--- config.mk ---
export PLATFORM = sky130hd
export DESIGN_NAME = vdd_fault_handler
export DESIGN_NICKNAME = d
export VERILOG_FILES = /design/src/rtl/vdd_fault_handler.sv
export SDC_FILE = /design/constraint.sdc
export NUM_CORES = 1
export LEC_CHECK = 0
export CORE_MARGIN = 2
export CORE_UTILIZATION = 43
export DETAILED_ROUTE_END_ITERATION = 7
export MAX_ROUTING_LAYER = met4
export PLACE_DENSITY = 0.82
export SLEW_MARGIN = 15
export SYNTH_ARGS = -nofsm -noshare
export SYNTH_HDL_FRONTEND = slang
export SYNTH_SLANG_ARGS = --single-unit
--- constraint.sdc ---
create_clock -name clk -period 2.1 [get_ports clk]
set_input_delay 0.315 -clock clk [delete_from_list [all_inputs] [get_ports clk]]
set_output_delay 0.315 -clock clk [all_outputs]
set_load 0.005 [all_outputs]
--- src/rtl/vdd_fault_handler.sv ---
// VDD fault handler: holdoff, recovery handshake, settle window and SAFE escalation.
// Define VDD_FH_STATS_EN to build the saturating fault/SAFE statistics counters.
module vdd_fault_handler #(
  parameter int HOLDOFF_CYCLES = 16,
  parameter int ACK_TIMEOUT    = 8,
  parameter int SETTLE_CYCLES  = 64,
  parameter int MAX_RETRIES    = 3
) (
  input  logic        clk,
  input  logic        reset_n,
  input  logic        enable,
  input  logic        fault_vdd,
  input  logic        recovery_ready,
  input  logic        clear_safe,
  output logic        external_recovery,
  output logic        safe_state_req,
  output logic        irq,
  output logic [3:0]  retry_count,
  output logic [2:0]  handler_state,
  output logic [15:0] fault_event_count,
  output logic [15:0] safe_entry_count
);

  typedef enum logic [2:0] {
    ST_IDLE    = 3'd0,
    ST_HOLDOFF = 3'd1,
    ST_RECOVER = 3'd2,
    ST_SETTLE  = 3'd3,
    ST_SAFE    = 3'd4
  } state_e;

  localparam logic [7:0] HOLD_LD   = 8'(HOLDOFF_CYCLES - 1);
  localparam logic [7:0] ACK_LD    = 8'(ACK_TIMEOUT - 1);
  localparam logic [7:0] SETTLE_LD = 8'(SETTLE_CYCLES - 1);
  localparam logic [3:0] RETRY_MAX = 4'(MAX_RETRIES);

  state_e     state_q, state_d;
  logic [7:0] cnt_q, cnt_d;
  logic [3:0] retry_q, retry_d;
  logic       ext_q, ext_d;
  logic       safe_q, safe_d;
  logic       irq_q, irq_d;
  logic       hold_entry, safe_entry;

  // State, cycle counter and retry counter registers
  always_ff @(posedge clk or negedge reset_n) begin
    if (!reset_n) begin
      state_q <= ST_IDLE;
      cnt_q   <= '0;
      retry_q <= '0;
    end else begin
      state_q <= state_d;
      cnt_q   <= cnt_d;
      retry_q <= retry_d;
    end
  end

  // Next state; cnt_q counts down the remaining cycles of the timed states
  always_comb begin
    state_d = state_q;
    cnt_d   = cnt_q;
    retry_d = retry_q;
    case (state_q)
      ST_IDLE: begin
        if (enable && fault_vdd) begin
          state_d = ST_HOLDOFF;
          cnt_d   = HOLD_LD;
          retry_d = '0;
        end
      end
      ST_HOLDOFF: begin
        if (!enable || !fault_vdd) begin
          state_d = ST_IDLE;
        end else if (cnt_q == '0) begin
          state_d = ST_RECOVER;
          cnt_d   = ACK_LD;
        end else begin
          cnt_d = cnt_q - 8'd1;
        end
      end
      ST_RECOVER: begin
        if (!enable) begin
          state_d = ST_IDLE;
        end else if (recovery_ready) begin
          state_d = ST_SETTLE;
          cnt_d   = SETTLE_LD;
          if (retry_q != 4'hF) retry_d = retry_q + 4'd1;
        end else if (!fault_vdd) begin
          state_d = ST_IDLE;
        end else if (cnt_q == '0) begin
          state_d = ST_SAFE;
        end else begin
          cnt_d = cnt_q - 8'd1;
        end
      end
      ST_SETTLE: begin
        if (!enable) begin
          state_d = ST_IDLE;
        end else if (fault_vdd) begin
          if (retry_q >= RETRY_MAX) begin
            state_d = ST_SAFE;
          end else begin
            state_d = ST_HOLDOFF;
            cnt_d   = HOLD_LD;
          end
        end else if (cnt_q == '0) begin
          state_d = ST_IDLE;
        end else begin
          cnt_d = cnt_q - 8'd1;
        end
      end
      ST_SAFE: begin
        if (clear_safe && !fault_vdd) state_d = ST_IDLE;
      end
      default: state_d = ST_SAFE;
    endcase
    // IDLE always reports zero attempts: any exit from an episode ends it
    if (state_d == ST_IDLE) retry_d = '0;
  end

  // Outputs are registered from the next state so they align with handler_state
  always_comb begin
    hold_entry = (state_q == ST_IDLE) && (state_d == ST_HOLDOFF);
    safe_entry = (state_q != ST_SAFE) && (state_d == ST_SAFE);
    ext_d      = (state_d == ST_RECOVER);
    safe_d     = (state_d == ST_SAFE);
    irq_d      = hold_entry || safe_entry;
  end

  always_ff @(posedge clk or negedge reset_n) begin
    if (!reset_n) begin
      ext_q  <= 1'b0;
      safe_q <= 1'b0;
      irq_q  <= 1'b0;
    end else begin
      ext_q  <= ext_d;
      safe_q <= safe_d;
      irq_q  <= irq_d;
    end
  end

`ifdef VDD_FH_STATS_EN
  logic [15:0] fev_q, sev_q;

  always_ff @(posedge clk or negedge reset_n) begin
    if (!reset_n) begin
      fev_q <= '0;
      sev_q <= '0;
    end else begin
      if (hold_entry && fev_q != 16'hFFFF) fev_q <= fev_q + 16'd1;
      if (safe_entry && sev_q != 16'hFFFF) sev_q <= sev_q + 16'd1;
    end
  end

  assign fault_event_count = fev_q;
  assign safe_entry_count  = sev_q;
`else
  assign fault_event_count = '0;
  assign safe_entry_count  = '0;
`endif

  assign external_recovery = ext_q;
  assign safe_state_req    = safe_q;
  assign irq               = irq_q;
  assign retry_count       = retry_q;
  assign handler_state     = state_q;

endmodule

; ---- Word level (Yosys, flattened, before mapping)
; Cells that the tools add are included.
; Widths: inputs -> output; s select.
[totals]
register_bits = 18
in_bits = 6
[op_classes]
n_mux = 30
n_eq_ne = 19
magnitude_cmp = 1
n_addsub = 2
reduce_logical = 15
[ops]
columns = operator, count
row1 = $mux 8, 10
row2 = $mux 3, 12
row3 = $pmux 8 s4, 1
row4 = $ne 3x3->1 const B, 7
row5 = $mux 4, 5
row6 = $pmux 3 s5, 1
row7 = $eq 3x2->1 const B, 3
row8 = $logic_not 8->1, 1
row9 = $ne 2x2->1 const B, 4
row10 = $pmux 4 s2, 1
row11 = $sub 8x1->8 const B, 1
row12 = $reduce_and 7->1, 1
row13 = $eq 3x1->1 const B, 2
row14 = $eq 3x3->1 const B, 2
row15 = $logic_not 3->1, 2
row16 = $reduce_and 5->1, 1
row17 = $add 4x1->4 const B, 1
row18 = $ge 4x2->1 const B, 1
row19 = $logic_and 1x1->1, 4
row20 = $ne 4x4->1 const B, 1
row21 = $reduce_bool 4->1, 1
row22 = $reduce_bool 3->1, 1
row23 = $logic_not 1->1, 2
row24 = $logic_or 1x1->1, 2

; ---- Depth between registers and ports, before layout
[depth]
ltp_word = 9
depth_mapped = 9
ltp_nobuf = 9

; ---- Worst setup path before layout
; No wires, ideal clock.
[synth_path]
path_kind = register to register
from = reg cnt_q[0]
to = reg cnt_q[0]
stages_incl_launch_ff = 10
setup_ns = 0.124
path_buffers = 0
path_slack_ns = -0.041
required_time_ns = 1.976
arrival_ns = 2.017
cell_sequence = dfrtp_1 > inv_1 > ha_1 > nor3b_4 > nand2_2 > ha_1 > nor3b_1 > a21oi_1 > o22a_1 > o31a_1
[synth_between]
elab_chain_len = 6
elab_cells_between_ends = 11
[synth_lines]
columns = item, line_no
row1 = "start, declared", 38  ; logic [7:0] cnt_q, cnt_d;
row2 = "start signal, assigned", 53  ; cnt_q <= cnt_d;
row3 = $sub 8x1->8 / $logic_not 8->1 (equally long branches), --
row4 = $mux 8, "90, 106"
row5 = $mux 8, 88  ; end else if (!fault_vdd) begin
row6 = $mux 8, 84  ; end else if (recovery_ready) begin
row7 = $mux 8, 82  ; if (!enable) begin
row8 = $pmux 8 s4 (*), 63  ; case (state_q)
; Mark *: on every way between the ends. The rest lies on a longest branch, timed or not. The select of a mux whose other input is x is not followed.
; A chain may end at the register's enable or synchronous reset.

; ---- Worst setup path in the final report
; Same ends and word-level chain as after synthesis.

==> results_dict.tcl <==
set metrics [dict create \
    final_period_minus_worst_setup_slack_ns 1.93 \
    yosys_register_bits 18 \
    worst_slew_pin_slew_ns 0.623 \
    finalWeightedCongestion 0.924 \
    timing.critical_path.max_delay_family "simple AND/OR/NAND/NOR gates" \
    synthesis.instances 180 \
    cts_buffer_depth 2 \
    tritoncts "built" \
    drt_drc_violations_left 0 \
    ir_worst_vdd_uv 352 \
    number_of_antenna_violations_at_the_first_check_in_global_routing 0 \
    synthTopCellsByArea "sky130_fd_sc_hd__dfrtp_1, sky130_fd_sc_hd__buf_4, sky130_fd_sc_hd__mux2i_1, sky130_fd_sc_hd__inv_1, sky130_fd_sc_hd__o31ai_1" \
    post_synth_instance_area_sq_um 1600 \
    numCtsBuffers 3 \
    clock-root-buffer "sky130_fd_sc_hd__clkbuf_8" \
    grt_setup_unrepaired "false" \
    boundaryPins 48 \
    ctsHtreeMaxLevel 1 \
    slowest_stage "sky130_fd_sc_hd__dfrtp_1" \
    report.final.setup_viol 0 \
    fmax_ghz 0.519 \
    vias_per_cell 5.29 \
    globalRouteTotalUtil 0.177 \
    totalPowerFinal_mw 0.797 \
    top_signal_layer_used "met4" \
    synth_cell_type_count 53 \
    dieArea_sq_um 4230 \
    synth-edff-count 0 \
    synth-warning-count 0 \
    setup-tns-final_ns 0 \
    finalNetCount 212 \
    maximum_number_of_pins_on_one_net_before_global_route_repair 19 \
    result_of_the_run "completed" \
    rows 22 \
    ys_dominant_reg_cell "sky130_fd_sc_hd__dfrtp_1" \
    grt.overflow.total 0 \
    setup.worst_path.end_class "flop" \
    grt_pass1_wl_um 5720 \
    final_max_slew_viol_count 0 \
    floorplan.initialDensity 0.444 \
    max-cap-violations 0 \
    placedCellCount 246 \
    drt_iter0_drc 64 \
    synth_async_sr_flop_share 1.00 \
    die_height_um 65.0 \
    routed-via-count 1323 \
    power.static_leakage_nw 0.794 \
    drive_above_1_share 0.163 \
    portion_of_the_post_synthesis_area_used_by_sequential_elements 0.281 \
    drt-met1-wl_um 1540 \
    placement.io_buffers 15 \
    dieWidth_um 65.0 \
    yosysTopAreaCell "sky130_fd_sc_hd__dfrtp_1" \
    drt.antenna.violating_nets 0 \
    final_cells 250 \
    startpoint_type "flop" \
    dp.final_hpwl_um 2610 \
    path_cells "inv_1 -> ha_4 -> nor3b_4 -> nand2_2 -> ha_4 -> nor3b_2 -> a21oi_1 -> o22a_1 -> o31a_1" \
    nFillCells 358 \
    worstHoldPathType "primary input to asynchronous set/reset pin" \
    numClockSinks 18 \
    met2_wirelength_um 1730 \
    critPathMaxStageDelay_ns 0.38 \
    timing_hold_violations_final 0 \
    worstPathArrival_ns 2.07 \
    synth_top_area_share 0.281 \
    slew_headroom 0.583 \
    finalClockSkew_ns 0.00539 \
    critical_path_peak_fanout 6 \
    crit_type "flop to flop" \
    detailedRoute.firstPassIterationCount 4 \
    clkSlewWorstSetupHoldPaths_ns 0.07 \
    wire_per_inst_um 13.8 \
    via_count_of_the_first_global_routing_pass 1263 \
    cts.repair_timing.setup_buffer_count 0 \
    cp_data_required_time_ns 2.25 \
    clk-insertion-delay-late_ns 0.26 \
    layout-area-overhead-vs-synth_pct 13.8 \
    antenna_cells 0 \
    path_common_cell "sky130_fd_sc_hd__ha_4" \
    totalWireLength_um 3460 \
    hold_slack_ns 0.380 \
    power_density_nw_per_um2 437 \
    min_period_over_period 0.918 \
    floorplan.core_area_sq_um 3610 \
    critical_path.n_buffers_inverters 1 \
    met3_routed_length_um 147 \
    syn-mean-instance-area_sq_um 8.89 \
]
## cell families (layout without fill, tap and decap cells)
kind of cell / Yosys count / in the layout / synth area share
buf+inv: 55 / 46 / 0.214
xor+xnor: 3 / 3 / 0.0164
other cells: 1 / 32 / 0.00234
fa+ha+maj: 3 / 3 / 0.0235
mux: 6 / 6 / 0.0383
flops: 18 / 18 / 0.281
simple gates: 48 / 48 / 0.195
compound gates: 46 / 46 / 0.228
## path summary, 6_finish.rpt
kind                                 startpoint                    endpoint  slack, ns  depth (start not counted)
hold / removal                          reset_n        cnt_q[1]$_DFFE_PN0P_       0.38                          2
hold reg to reg            cnt_q[1]$_DFFE_PN0P_        cnt_q[1]$_DFFE_PN0P_       0.58                          2
max in group asynchronous               reset_n  handler_state[1]$_DFF_PN0_       1.51                          2
min in group clk           cnt_q[1]$_DFFE_PN0P_        cnt_q[1]$_DFFE_PN0P_       0.58                          2
setup / recovery           cnt_q[0]$_DFFE_PN0P_        cnt_q[0]$_DFFE_PN0P_       0.17                          9
setup reg to reg           cnt_q[0]$_DFFE_PN0P_        cnt_q[0]$_DFFE_PN0P_       0.17                          9
## area by class of cell
type	instances	area, sq um	area share
multi-input combinational	138	953	0.523
timing repair buffer	28	248	0.136
tap	48	60.1	0.0330
inverter	14	55.1	0.0302
clock buffer	4	55.1	0.0302
sequential	18	450	0.247
## cells in the mapped netlist (2+ instances only)
cell                        number
sky130_fd_sc_hd__a2111oi_0       2
sky130_fd_sc_hd__a211oi_1        5
sky130_fd_sc_hd__a21boi_0        2
sky130_fd_sc_hd__a21oi_1         4
sky130_fd_sc_hd__a31oi_1         5
sky130_fd_sc_hd__a32oi_1         2
sky130_fd_sc_hd__and3_1          2
sky130_fd_sc_hd__and3b_1         2
sky130_fd_sc_hd__buf_2           5
sky130_fd_sc_hd__buf_4          32
sky130_fd_sc_hd__clkbuf_1        2
sky130_fd_sc_hd__dfrtp_1        18
sky130_fd_sc_hd__ha_1            3
sky130_fd_sc_hd__inv_1          13
sky130_fd_sc_hd__mux2i_1         5
sky130_fd_sc_hd__nand2_1         9
sky130_fd_sc_hd__nand2b_1        2
sky130_fd_sc_hd__nand3_1         6
sky130_fd_sc_hd__nand4_1         3
sky130_fd_sc_hd__nor2_1          5
sky130_fd_sc_hd__nor2b_1         3
sky130_fd_sc_hd__nor3_1          5
sky130_fd_sc_hd__o21ai_0         5
sky130_fd_sc_hd__o22ai_1         2
sky130_fd_sc_hd__o311a_4         2
sky130_fd_sc_hd__o31ai_1         6
sky130_fd_sc_hd__or3_1           2
sky130_fd_sc_hd__xnor2_1         3
## worst reg2reg max path, cell delays in order, from the launching register on
cell and delay (ns):
sky130_fd_sc_hd__dfrtp_1 0.38, sky130_fd_sc_hd__inv_1 0.10, sky130_fd_sc_hd__ha_4 0.17, sky130_fd_sc_hd__nor3b_4 0.23, sky130_fd_sc_hd__nand2_2 0.11, sky130_fd_sc_hd__ha_4 0.23, sky130_fd_sc_hd__nor3b_2 0.15, sky130_fd_sc_hd__a21oi_1 0.06
sky130_fd_sc_hd__o22a_1 0.17, sky130_fd_sc_hd__o31a_1 0.23
## timing repair
item | 4_1_cts | 5_1_grt
setup endpoints to repair | 0 | 1
resized for setup | 0 | 3
hold buffers | 0 | 0
## sequential cells by signal, summed over array words and instances, names as in the netlist
name	cells
irq	1
safe_state_req	1
cnt_q	8
external_recovery	1
retry_count	4
handler_state	3
## routing by layer
metal / vias up / track usage
li1: 630 / -
met1: 641 / 0.222
met2: 47 / 0.289
met3: 5 / 0.0382
met4: 0 / 0.0505
met5: - / -
## per-stage QoR
step                      area, sq um   util  setup slack (ns)
after floorplan                  1730      -            0.0209
after global placement           1750  0.485             0.116
after detailed placement         1750  0.485            0.0571
after CTS                        1800  0.500            0.0443
after global routing             1820  0.505            0.0468
final                            1820  0.505             0.173
## where the power goes
group / total, mW / switching, mW / internal (mW)
sequential: 0.361 / 0.00806 / 0.353
combinational: 0.145 / 0.0833 / 0.0619
clock: 0.290 / 0.123 / 0.167
total: 0.797 / 0.215 / 0.582
## layout by cell type, fill, tap and decap left out, drive strengths merged, types with 3 or more instances in the layout
master | netlist | final
mux2i | 5 | 5
dfrtp | 18 | 18
clkdlybuf4s50 | 0 | 15
buf | 39 | 13
nand4 | 3 | 3
a31oi | 5 | 5
nand3 | 6 | 6
nor3 | 5 | 5
a211oi | 5 | 5
ha | 3 | 3
nor2 | 5 | 5
inv | 14 | 14
xnor2 | 3 | 3
nor2b | 3 | 3
o21ai | 6 | 6
nand2 | 10 | 10
nor3b | 3 | 3
nand2b | 3 | 3
conb | 1 | 32
a21oi | 4 | 4
o31ai | 6 | 6
clkbuf | 2 | 4
o311a | 3 | 3
(Power assumes the default switching activity.)
